**src/rtl/id_ex_stage_pkg.sv**
```systemverilog
// id_ex_stage_pkg: shared control struct, controller states and load marker for the ID/EX stage.
package id_ex_stage_pkg;
    localparam logic [1:0] RESULTSRC_LOAD = 2'b01;

    typedef enum logic {RUN, BUBBLE} state_t;

    typedef struct packed {
        logic       RegWrite;
        logic       ALUSrc;
        logic       MemWrite;
        logic       Branch;
        logic       Jump;
        logic [1:0] ResultSrc;
        logic [3:0] ALUControl;
    } ex_ctrl_t;

    // Strips every side-effecting bit so the slot can never write state.
    function automatic ex_ctrl_t kill_ctrl(input ex_ctrl_t c);
        kill_ctrl          = c;
        kill_ctrl.RegWrite = 1'b0;
        kill_ctrl.MemWrite = 1'b0;
        kill_ctrl.Branch   = 1'b0;
        kill_ctrl.Jump     = 1'b0;
    endfunction
endpackage

```
**src/rtl/id_ex_stage_hazard_detect.sv**
```systemverilog
// hazard_detect: combinational load-use compare between the decode slot and a load sitting in EX.
module hazard_detect
    import id_ex_stage_pkg::*;
#(
    parameter logic [1:0] LOAD_RESULTSRC = RESULTSRC_LOAD
) (
    input  logic       id_valid,
    input  logic [4:0] id_rs1,
    input  logic [4:0] id_rs2,
    input  logic       ex_valid,
    input  logic [1:0] ex_ResultSrc,
    input  logic [4:0] ex_rd,
    output logic       load_use
);
    // x0 never carries a dependency, so a zero destination can never match.
    assign load_use = id_valid && ex_valid && (ex_ResultSrc == LOAD_RESULTSRC) &&
                      (ex_rd != 5'd0) && ((ex_rd == id_rs1) || (ex_rd == id_rs2));
endmodule

```
**src/rtl/id_ex_stage.sv**
```systemverilog
// id_ex_stage: ID/EX pipeline register with load-use bubble, flush and backpressure handling.
// Optional hazard counters (stall_cnt/flush_cnt) are built when HAZARD_CNT_EN is defined.
module id_ex_stage
    import id_ex_stage_pkg::*;
#(
    parameter int         XLEN           = 32,
    parameter logic [1:0] LOAD_RESULTSRC = RESULTSRC_LOAD
) (
    input  logic            clk,
    input  logic            rst_n,
    input  logic            id_valid,
    output logic            id_ready,
    input  logic            id_RegWrite,
    input  logic            id_ALUSrc,
    input  logic            id_MemWrite,
    input  logic            id_Branch,
    input  logic            id_Jump,
    input  logic [1:0]      id_ResultSrc,
    input  logic [3:0]      id_ALUControl,
    input  logic [XLEN-1:0] id_pc,
    input  logic [XLEN-1:0] id_pc4,
    input  logic [XLEN-1:0] id_rd1,
    input  logic [XLEN-1:0] id_rd2,
    input  logic [XLEN-1:0] id_imm,
    input  logic [4:0]      id_rs1,
    input  logic [4:0]      id_rs2,
    input  logic [4:0]      id_rd,
    input  logic            ex_flush,
    input  logic            ex_ready,
    output logic            ex_valid,
    output logic            ex_RegWrite,
    output logic            ex_ALUSrc,
    output logic            ex_MemWrite,
    output logic            ex_Branch,
    output logic            ex_Jump,
    output logic [1:0]      ex_ResultSrc,
    output logic [3:0]      ex_ALUControl,
    output logic [XLEN-1:0] ex_pc,
    output logic [XLEN-1:0] ex_pc4,
    output logic [XLEN-1:0] ex_rd1,
    output logic [XLEN-1:0] ex_rd2,
    output logic [XLEN-1:0] ex_imm,
    output logic [4:0]      ex_rs1,
    output logic [4:0]      ex_rs2,
    output logic [4:0]      ex_rd
`ifdef HAZARD_CNT_EN
    ,
    output logic [31:0]     stall_cnt,
    output logic [31:0]     flush_cnt
`endif
);
    localparam int DW = 5 * XLEN + 15;

    state_t   state_q, state_d;
    logic     valid_q, valid_d;
    ex_ctrl_t ctrl_q, ctrl_d, id_ctrl;
    logic [DW-1:0] dp_q, dp_d, id_dp;
    logic     load_use_raw, load_use, bubble, kill;

    assign id_ctrl = {id_RegWrite, id_ALUSrc, id_MemWrite, id_Branch, id_Jump, id_ResultSrc, id_ALUControl};
    assign id_dp   = {id_pc, id_pc4, id_rd1, id_rd2, id_imm, id_rs1, id_rs2, id_rd};

    assign ex_valid = valid_q;
    assign {ex_RegWrite, ex_ALUSrc, ex_MemWrite, ex_Branch, ex_Jump, ex_ResultSrc, ex_ALUControl} = ctrl_q;
    assign {ex_pc, ex_pc4, ex_rd1, ex_rd2, ex_imm, ex_rs1, ex_rs2, ex_rd} = dp_q;

    hazard_detect #(.LOAD_RESULTSRC(LOAD_RESULTSRC)) u_hazard (
        .id_valid    (id_valid),
        .id_rs1      (id_rs1),
        .id_rs2      (id_rs2),
        .ex_valid    (valid_q),
        .ex_ResultSrc(ctrl_q.ResultSrc),
        .ex_rd       (ex_rd),
        .load_use    (load_use_raw)
    );

    // A bubble already has ex_valid=0; gating on RUN keeps the controller's intent explicit.
    assign load_use = load_use_raw && (state_q == RUN);
    assign id_ready = ex_ready && !load_use && !ex_flush;
    assign bubble   = ex_ready && !ex_flush && load_use;
    assign kill     = ex_flush || bubble;

    always_comb begin
        state_d = bubble ? BUBBLE : RUN;
        valid_d = id_ready ? id_valid : (kill ? 1'b0 : valid_q);
        ctrl_d  = id_ready ? (id_valid ? id_ctrl : kill_ctrl(id_ctrl)) : (kill ? kill_ctrl(ctrl_q) : ctrl_q);
        dp_d    = id_ready ? id_dp : dp_q;
    end

    always_ff @(posedge clk or negedge rst_n) begin
        if (!rst_n) begin
            state_q <= RUN;
            valid_q <= 1'b0;
            ctrl_q  <= '0;
            dp_q    <= '0;
        end else begin
            state_q <= state_d;
            valid_q <= valid_d;
            ctrl_q  <= ctrl_d;
            dp_q    <= dp_d;
        end
    end

`ifdef HAZARD_CNT_EN
    logic [31:0] stall_q, flush_q;

    always_ff @(posedge clk or negedge rst_n) begin
        if (!rst_n) begin
            stall_q <= '0;
            flush_q <= '0;
        end else begin
            stall_q <= stall_q + 32'(bubble);
            flush_q <= flush_q + 32'(ex_flush);
        end
    end

    assign stall_cnt = stall_q;
    assign flush_cnt = flush_q;
`endif
endmodule

```
**config.mk**
```make
export PLATFORM = sky130hd
export DESIGN_NAME = id_ex_stage
export DESIGN_NICKNAME = d
export VERILOG_FILES = /design/src/rtl/id_ex_stage_pkg.sv /design/src/rtl/id_ex_stage_hazard_detect.sv /design/src/rtl/id_ex_stage.sv
export SDC_FILE = /design/constraint.sdc
export NUM_CORES = 1
export LEC_CHECK = 0
export CORE_ASPECT_RATIO = 0.8
export CORE_MARGIN = 4
export CORE_UTILIZATION = 39
export CTS_CLUSTER_DIAMETER = 60
export DETAILED_ROUTE_END_ITERATION = 8
export PLACE_DENSITY = 0.8
export SETUP_SLACK_MARGIN = 0.05
export SLEW_MARGIN = 10
export SYNTH_ARGS = -nofsm -noshare
export SYNTH_HDL_FRONTEND = slang
export SYNTH_SLANG_ARGS = --single-unit
export TNS_END_PERCENT = 100
```
**constraint.sdc**
```tcl
create_clock -name clk -period 2.6 [get_ports clk]
set_clock_uncertainty 0.1 [all_clocks]
set_input_delay 0.52 -clock clk [delete_from_list [all_inputs] [get_ports clk]]
set_output_delay 0.52 -clock clk [all_outputs]
set_load 0.005 [all_outputs]
```
==> key figures, run 1 <==
Routing
  – Average via count per standard cell: 4.79
  – Final wirelength: around 21000 µm
  – Final routed DRC violation total: 0
  – 1st-pass router iterations: 4
  – Total via count in the routed design: slightly above 5000
  – ANT nets after route: 0
  – Count of routing violations after the opening detailed-route iteration: approximately 190
  – Average routed wire per standard cell: around 20 µm

Synthesis
  – Average instance area after synthesis: 16.9 µm²
  – Library cell occupying the most area in the post-synthesis netlist: sky130_fd_sc_hd__dfrtp_1
  – Post-synthesis sequential area ratio: 0.661
  – Number of nets in the synthesized netlist: 612
  – Top cells by count, synth: sky130_fd_sc_hd__dfrtp_1 (188), sky130_fd_sc_hd__mux2_1 (124), sky130_fd_sc_hd__mux2_2 (57), sky130_fd_sc_hd__buf_4 (15), sky130_fd_sc_hd__xnor2_1 (10)
  – Distinct cell type count after synthesis: 17
  – YS warnings: 0
  – Most used flip-flop cell after synthesis: sky130_fd_sc_hd__dfrtp_1
  – Proportion of register bits with asynchronous set or reset after synthesis: 1.00
  – Syn Std Cell Area: just over 7000 µm²
  – Count of flip-flops with a built-in enable after synthesis: 0
  – Top post-synthesis cells by area: sky130_fd_sc_hd__dfrtp_1 (66%), sky130_fd_sc_hd__mux2_1 (20%), sky130_fd_sc_hd__mux2_2 (9.0%)
  – Count of state elements after synthesis: 188
  – Most instantiated library cell after synthesis: sky130_fd_sc_hd__dfrtp_1
  – Number of cells produced by synthesis: roughly 420
  – Share of Yosys cell area claimed by the top area cell type: 0.661

Flow run
  – Max_cap viols: 0

Critical path
  – Data arrival at the endpoint of the critical path: 1810 ps
  – Crit-path max FO: 2
  – Reg-to-reg setup timing slack: 190 ps
  – Family with the most delay on the worst path: simple AND/OR/NAND/NOR gates
  – Largest stage delay on the critical path: between 500 and 600 ps
  – Nature of the critical path endpoint: output port
  – Setup crit start kind: flip-flop
  – Critical-path cell with the highest stage delay: sky130_fd_sc_hd__or4_4
  – Combined buffer and inverter count along the critical path: 1
  – Required time of the critical path: between 1500 and 2000 ps
  – Sequence of cells on the critical path: or4_4, nor2_4, nor4_2, a21oi_4, buf_2
  – Worst Setup Path Type: reg -> out

Timing
  – Setup total negative slack: 0 ps
  – Maximum clock frequency: 412 MHz
  – Slew HR: 0.662
  – Portion of the clock cycle consumed by the worst path in the final layout: 0.934
  – Unrepaired setup endpoints after global routing: false
  – Setup violation total in the final timing report: 0
  – Slew at the pin with the worst max-slew slack: slightly above 500 ps
  – Max-slew violations: 0
  – Minimum clock period: 2430 ps
  – Final number of hold-violating endpoints: 0

CTS
  – Clock root buffer: sky130_fd_sc_hd__clkbuf_16
  – Sinks on Clock Net: 188
  – Insertion delay to the later sink of the worst-skew pair: around 420 ps
  – CTS max path bufs: 2
  – CTS buffer count: 17
  – H-tree lvl count: 4
  – Post-CTS setup-driven buffer insertion count: 0
  – TritonCTS clock tree: done
  – Clock edge transition at the registers on the reported setup and hold paths: ~70 ps

Global route
  – Vias in the first global route: 5899
  – Grt ovf: 0
  – Antenna violations before repair: 0
  – Pin count of the biggest net entering global routing: 61
  – Global-route usage over all layers: 0.206
  – First-pass GRT wire length: 32900 µm

Place
  – Final GP Congestion: between 0.8 and 0.9
  – Port bufs: approximately 380
  – Total half-perimeter wirelength after legalization and detailed placement: about 16000 µm
  – Area after DPL: around 11000 µm²
  – Number of cells in the design after placement: slightly above 1000

Power
  – Power Dens Cells: ~670 nW/µm²
  – VDD IR max: a little under 500 µV
  – Leak Pwr: 4.89 nW
  – Overall power: roughly 8.0 mW

Floorplanning
  – Vertical die dimension: 129 µm
  – Standard-cell row count: 43
  – Number of primary I/O pins: roughly 380
  – Area enclosed by the die boundary: a little over 20000 µm²
  – Core region area: 17600 µm²
  – Die X-Extent: approximately 160 µm
  – Initial core utilization: 0.403

Layout
  – Fin util: 0.674
  – Final-stage net count: between 1000 and 1500
  – Final cell count without fillers: 1056
  – Number of diodes added for antenna fixing: 0
  – Area growth, synth to finish: 67.0%
  – Fill count: between 1000 and 1500
  – Area of all placed cells without fillers: roughly 12000 µm²
  – Layout cells sized above 1: 0.136

Worst hold path
  – Hold WC Path Type: reg -> reg

Run status
  – Outcome: finished, final reports clean
-- what timing repair did --
action | 4_1_cts | 5_1_grt
resized for setup | 7 | 4
endpoints found under the hold margin | 45 | 0
hold buffers | 1 | 0
endpoints found under the setup margin | 1 | 145
pin swaps | 3 | 3
cloned | 0 | 1
-- worst reg2reg max path, delay by kind of cell (launching register included) --
family,cells,cell delay (ps)
simple gates,3,720
mux,1,420
compound gates,1,160
buf+inv,2,520
flops,1,380
-- final timing paths --
kind / startpoint / end / cells past startpoint
min reg2reg: dp_q[119] / dp_q[119] / 1
max reg2reg: dp_q[0] / dp_q[163] / 7
max: dp_q[0] / id_ready / 5
min: dp_q[119] / dp_q[119] / 1
max in group asynchronous: rst_n / ex_RegWrite / 3
min in group asynchronous: rst_n / dp_q[10] / 2
-- final cells by class --
class / count / area, µm² / share of cell area
inverter: 1 / 3.75 / 0.000316
clock inverter: 14 / 150 / 0.0126
tap: 225 / 282 / 0.0237
timing repair buffer: 398 / 4040 / 0.340
multi-input combinational: 212 / 2280 / 0.192
sequential: 188 / 4700 / 0.396
clock buffer: 18 / 429 / 0.0361
-- cell usage in the layout (no fill, tap or decap), drive strengths merged --
master         synthesis  final
inv                    1      8
a21oi                  1      1
o22ai                  1      1
buf                   20     20
bufinv                 0      1
nor4                   1      1
xnor2                 10     10
dlygate4sd3            0      1
a32o                   4      4
or4                    1      1
nand3                  3      3
nand2b                 1      1
nand2                  3      3
clkinvlp               0      2
mux2                 181    181
clkinv                 0      4
clkbuf                 0     19
a22o                   2      2
clkdlybuf4s50          0    376
dfrtp                188    188
nor2                   4      4
-- metal layers --
layer | global-route usage | vias up | part of all wire
li1 | - | 2284 | -
met1 | 0.219 | 2491 | 0.36
met2 | 0.365 | 241 | 0.51
met3 | 0.0852 | 46 | 0.088
met4 | 0.0867 | 0 | 0.037
met5 | 0 | - | 0
-- stage by stage --
stage	setup WS, ps	hold slack [ps]
after CTS	56.4	390
after global routing	89.4	406
after global placement	-110	366
after detailed placement	-124	374
after floorplan	331	124
final	171	386
-- report_power, final --
group	internal, mW	leakage [nW]	switching, mW
combinational	1.29	2.39	0.579
sequential	3.35	2.22	0.236
clock	1.36	0.279	1.18
-- kinds of logic (layout without fill, tap and decap cells) --
kind of cell / after synthesis / in the layout / synth area share
DFF: 188 / 188 / 0.661
muxes: 181 / 181 / 0.286
buffers and inverters: 21 / 431 / 0.0199
and+or+nand+nor: 13 / 13 / 0.00949
xor gates and xnor gates: 10 / 10 / 0.0123
AOI/OAI and AO/OA: 8 / 8 / 0.0112
-- sequential cells by signal (all words and copies together) (netlist names) --
register,cells
ex_Jump,1
state_q,1
ex_ResultSrc,2
ex_Branch,1
ex_valid,1
ex_RegWrite,1
ex_ALUSrc,1
dp_q,175
ex_MemWrite,1
ex_ALUControl,4
No activity file was read; power rests on OpenSTA's default activity.
==> inputs of run 2 (changes only) <==
--- a/config.mk
+++ b/config.mk
@@ -12,7 +12,6 @@
 export DETAILED_ROUTE_END_ITERATION = 8
 export PLACE_DENSITY = 0.8
 export SETUP_SLACK_MARGIN = 0.05
-export SLEW_MARGIN = 10
 export SYNTH_ARGS = -nofsm -noshare
 export SYNTH_HDL_FRONTEND = slang
 export SYNTH_SLANG_ARGS = --single-unit
==> results of run 2 <==
Final layout, timing and power as in run 1 (identical DEF).
==> inputs of run 3 (changes only) <==
--- a/config.mk
+++ b/config.mk
@@ -7,10 +7,9 @@
 export LEC_CHECK = 0
 export CORE_ASPECT_RATIO = 0.8
 export CORE_MARGIN = 4
-export CORE_UTILIZATION = 39
+export CORE_UTILIZATION = 30
 export CTS_CLUSTER_DIAMETER = 60
 export DETAILED_ROUTE_END_ITERATION = 8
-export PLACE_DENSITY = 0.8
 export SETUP_SLACK_MARGIN = 0.05
 export SYNTH_ARGS = -nofsm -noshare
 export SYNTH_HDL_FRONTEND = slang
==> key figures, run 3 (synthesized netlist as in run 1, its figures left out) <==
Critical path
  – Data arrival at the endpoint of the critical path: 1810 ps (about the same)
  – Reg-to-reg setup timing slack: 200 ps (was 190 ps)
  – Crit-path max FO: 2 (unchanged)
  – End of the worst register-to-register path: dp_q[5] (was dp_q[163])
  – Setup crit start kind: flip-flop (unchanged)
  – Required time of the critical path: 1980 ps (about the same)
  – Nature of the critical path endpoint: output port (unchanged)
  – Critical register-to-register path startpoint: dp_q[0] (unchanged)
  – R2R cell count: 8 (was 7)
  – Worst Setup Path Type: reg -> out (unchanged)

CTS
  – Clock edge transition at the registers on the reported setup and hold paths: 70 ps (about the same)
  – Clock root buffer: sky130_fd_sc_hd__clkbuf_16 (unchanged)
  – TritonCTS clock tree: done (unchanged)
  – Insertion delay to the later sink of the worst-skew pair: 420 ps (about the same)
  – CTS max path bufs: 2 (unchanged)
  – Sinks on Clock Net: 188 (unchanged)
  – CTS buffer count: 17 (unchanged)
  – H-tree lvl count: 4 (unchanged)

Floorplanning
  – Initial core utilization: 0.304 (was 0.403)
  – Core region area: 23400 µm² (was 17600 µm²)
  – Die X-Extent: 180 µm (was 159 µm)
  – Area enclosed by the die boundary: 26300 µm² (was 20500 µm²)
  – Vertical die dimension: 146 µm (was 129 µm)
  – Number of primary I/O pins: 379 (unchanged)
  – Standard-cell row count: 50 (was 43)

Power
  – Logic pwr share: 0.238 (was 0.234)
  – Overall power: 7.92 mW (was 7.99 mW)
  – VDD IR max: 352 µV (was 491 µV)
  – Switching Share: 0.254 (was 0.250)
  – Power Dens Cells: 658 nW/µm² (was 672 nW/µm²)
  – Leak Pwr: 4.90 nW (was 4.89 nW)
  – Internal power summed over all cells: 5.91 mW (was 5.99 mW)
  – Portion of total power attributed to sequential cells: 0.450 (was 0.448)
  – Clock power frac: 0.313 (was 0.318)
  – Power spent charging and discharging nets: 2.02 mW (was 2.00 mW)

Place
  – Area after DPL: 11400 µm² (was 11300 µm²)
  – Final GP Congestion: 0.797 (was 0.801)
  – Number of cells in the design after placement: 1108 (was 1023)
  – Port bufs: 378 (unchanged)
  – Total half-perimeter wirelength after legalization and detailed placement: 16500 µm (was 16400 µm)
  – Placement-stage worst setup slack: -222 ps (was -124 ps)

Timing
  – Slew HR: 0.663 (was 0.662)
  – Portion of the clock cycle consumed by the worst path in the final layout: 0.936 (was 0.934)
  – Setup total negative slack: 0 ps (unchanged)
  – Slew at the pin with the worst max-slew slack: 506 ps (was 507 ps)
  – Unrepaired setup endpoints after global routing: false (unchanged)
  – Hold Worst Slack: 383 ps (was 386 ps)
  – Maximum clock frequency: 411 MHz (was 412 MHz)
  – Setup ws final: 165 ps (was 171 ps)
  – Setup violation total in the final timing report: 0 (unchanged)
  – Final number of hold-violating endpoints: 0 (unchanged)
  – Max-slew violations: 0 (unchanged)
  – Minimum clock period: 2430 ps (about the same)

Worst hold path
  – Hold WC Path Type: reg -> reg (unchanged)
  – Hold path start: dp_q[91] (was dp_q[119])
  – Min-Delay Path Depth: 1 (unchanged)
  – End point of the most critical hold path: dp_q[91] (was dp_q[119])

Layout
  – Final cell count without fillers: 1142 (was 1056)
  – Layout cells sized above 1: 0.137 (was 0.136)
  – Final-stage net count: 1009 (unchanged)
  – Fin util: 0.514 (was 0.674)
  – Area growth, synth to finish: 69.1% (was 67.0%)
  – Number of diodes added for antenna fixing: 0 (unchanged)
  – Top register by number of flip-flops: dp_q (unchanged)
  – Area of all placed cells without fillers: 12000 µm² (was 11900 µm²)
  – Flip-flop count of the largest register, all copies and words added: 175 (unchanged)
  – Most used cells in the layout excluding fill and tap cells: sky130_fd_sc_hd__clkdlybuf4s50_1 (376), sky130_fd_sc_hd__dfrtp_1 (188), sky130_fd_sc_hd__mux2_1 (124) (unchanged)
  – Most common cell after layout, fill and taps aside: sky130_fd_sc_hd__clkdlybuf4s50_1 (unchanged)
  – Fill count: 2036 (was 1226)

Routing
  – Average routed wire per standard cell: 19.0 µm (was 20.1 µm)
  – Final routed DRC violation total: 0 (unchanged)
  – 1st-pass router iterations: 4 (unchanged)
  – Final wirelength: 21700 µm (was 21200 µm)
  – Average via count per standard cell: 4.39 (was 4.79)
  – Total via count in the routed design: 5018 (was 5062)
  – ANT nets after route: 0 (unchanged)
  – Count of routing violations after the opening detailed-route iteration: 125 (was 193)

Flow run
  – Max_cap viols: 0 (unchanged)

Global route
  – First-pass GRT wire length: 33900 µm (was 32900 µm)
  – Vias in the first global route: 5636 (was 5899)
  – Pin count of the biggest net entering global routing: 65 (was 61)
  – Global-route usage over all layers: 0.163 (was 0.206)
  – Antenna violations before repair: 0 (unchanged)
  – Grt ovf: 0 (unchanged)

Run status
  – Outcome: finished, final reports clean (unchanged)
run 3: power groups by stage:
stage / sequential, mW / clock (mW) / combinational [mW]
after floorplan: 3.64 / 0 / 0.439
after global placement: 3.60 / 0 / 1.86
after detailed placement: 3.62 / 0 / 1.89
after CTS: 3.57 / 2.58 / 1.91
after global routing: 3.62 / 2.71 / 2.02
final: 3.56 / 2.48 / 1.88
run 3: worst max path at each step:
stage / endpoint / from
after detailed placement: dp_q[88] / id_rs2[4]
after CTS: id_ready / dp_q[3]
after global routing: id_ready / dp_q[0]
after global placement: id_ready / id_rs1[0]
final: id_ready / dp_q[0]
after floorplan: id_ready / dp_q[0]
run 3: cell type report:
| cell class | instances | area, µm² | share of cell area |
|---|---|---|---|
| clock inverters | 14 | 130 | 0.0108 |
| inverters | 1 | 3.75 | 0.000312 |
| well taps | 312 | 390 | 0.0324 |
| clock buffers | 17 | 425 | 0.0353 |
| flip-flops and latches | 188 | 4700 | 0.391 |
| multi-input cells | 212 | 2290 | 0.190 |
| repair buffers | 398 | 4090 | 0.340 |
run 3: layer usage:
| layer | global-route usage | vias up | share of wire |
|---|---|---|---|
| met5 | 0 | - | 0 |
| met4 | 0.0480 | 0 | 0.016 |
| met3 | 0.0552 | 18 | 0.073 |
| met2 | 0.283 | 211 | 0.51 |
| met1 | 0.194 | 2503 | 0.40 |
| li1 | - | 2286 | - |
run 3: worst max-delay path, cell delays in order, from the launching register on:
cell                      delay, ps
sky130_fd_sc_hd__dfrtp_1        380
sky130_fd_sc_hd__or4_4          550
sky130_fd_sc_hd__nor2_4         130
sky130_fd_sc_hd__nor4_2          70
sky130_fd_sc_hd__a21oi_4        160
sky130_fd_sc_hd__buf_6          130
run 3: what timing repair did:
item,in CTS,in global routing
endpoints found under the setup margin,73,101
hold buffers,1,0
hold endpoints to repair,50,0
resized for setup,7,7
buffers inserted,0,2
gates cloned,1,1
pin swaps,0,6
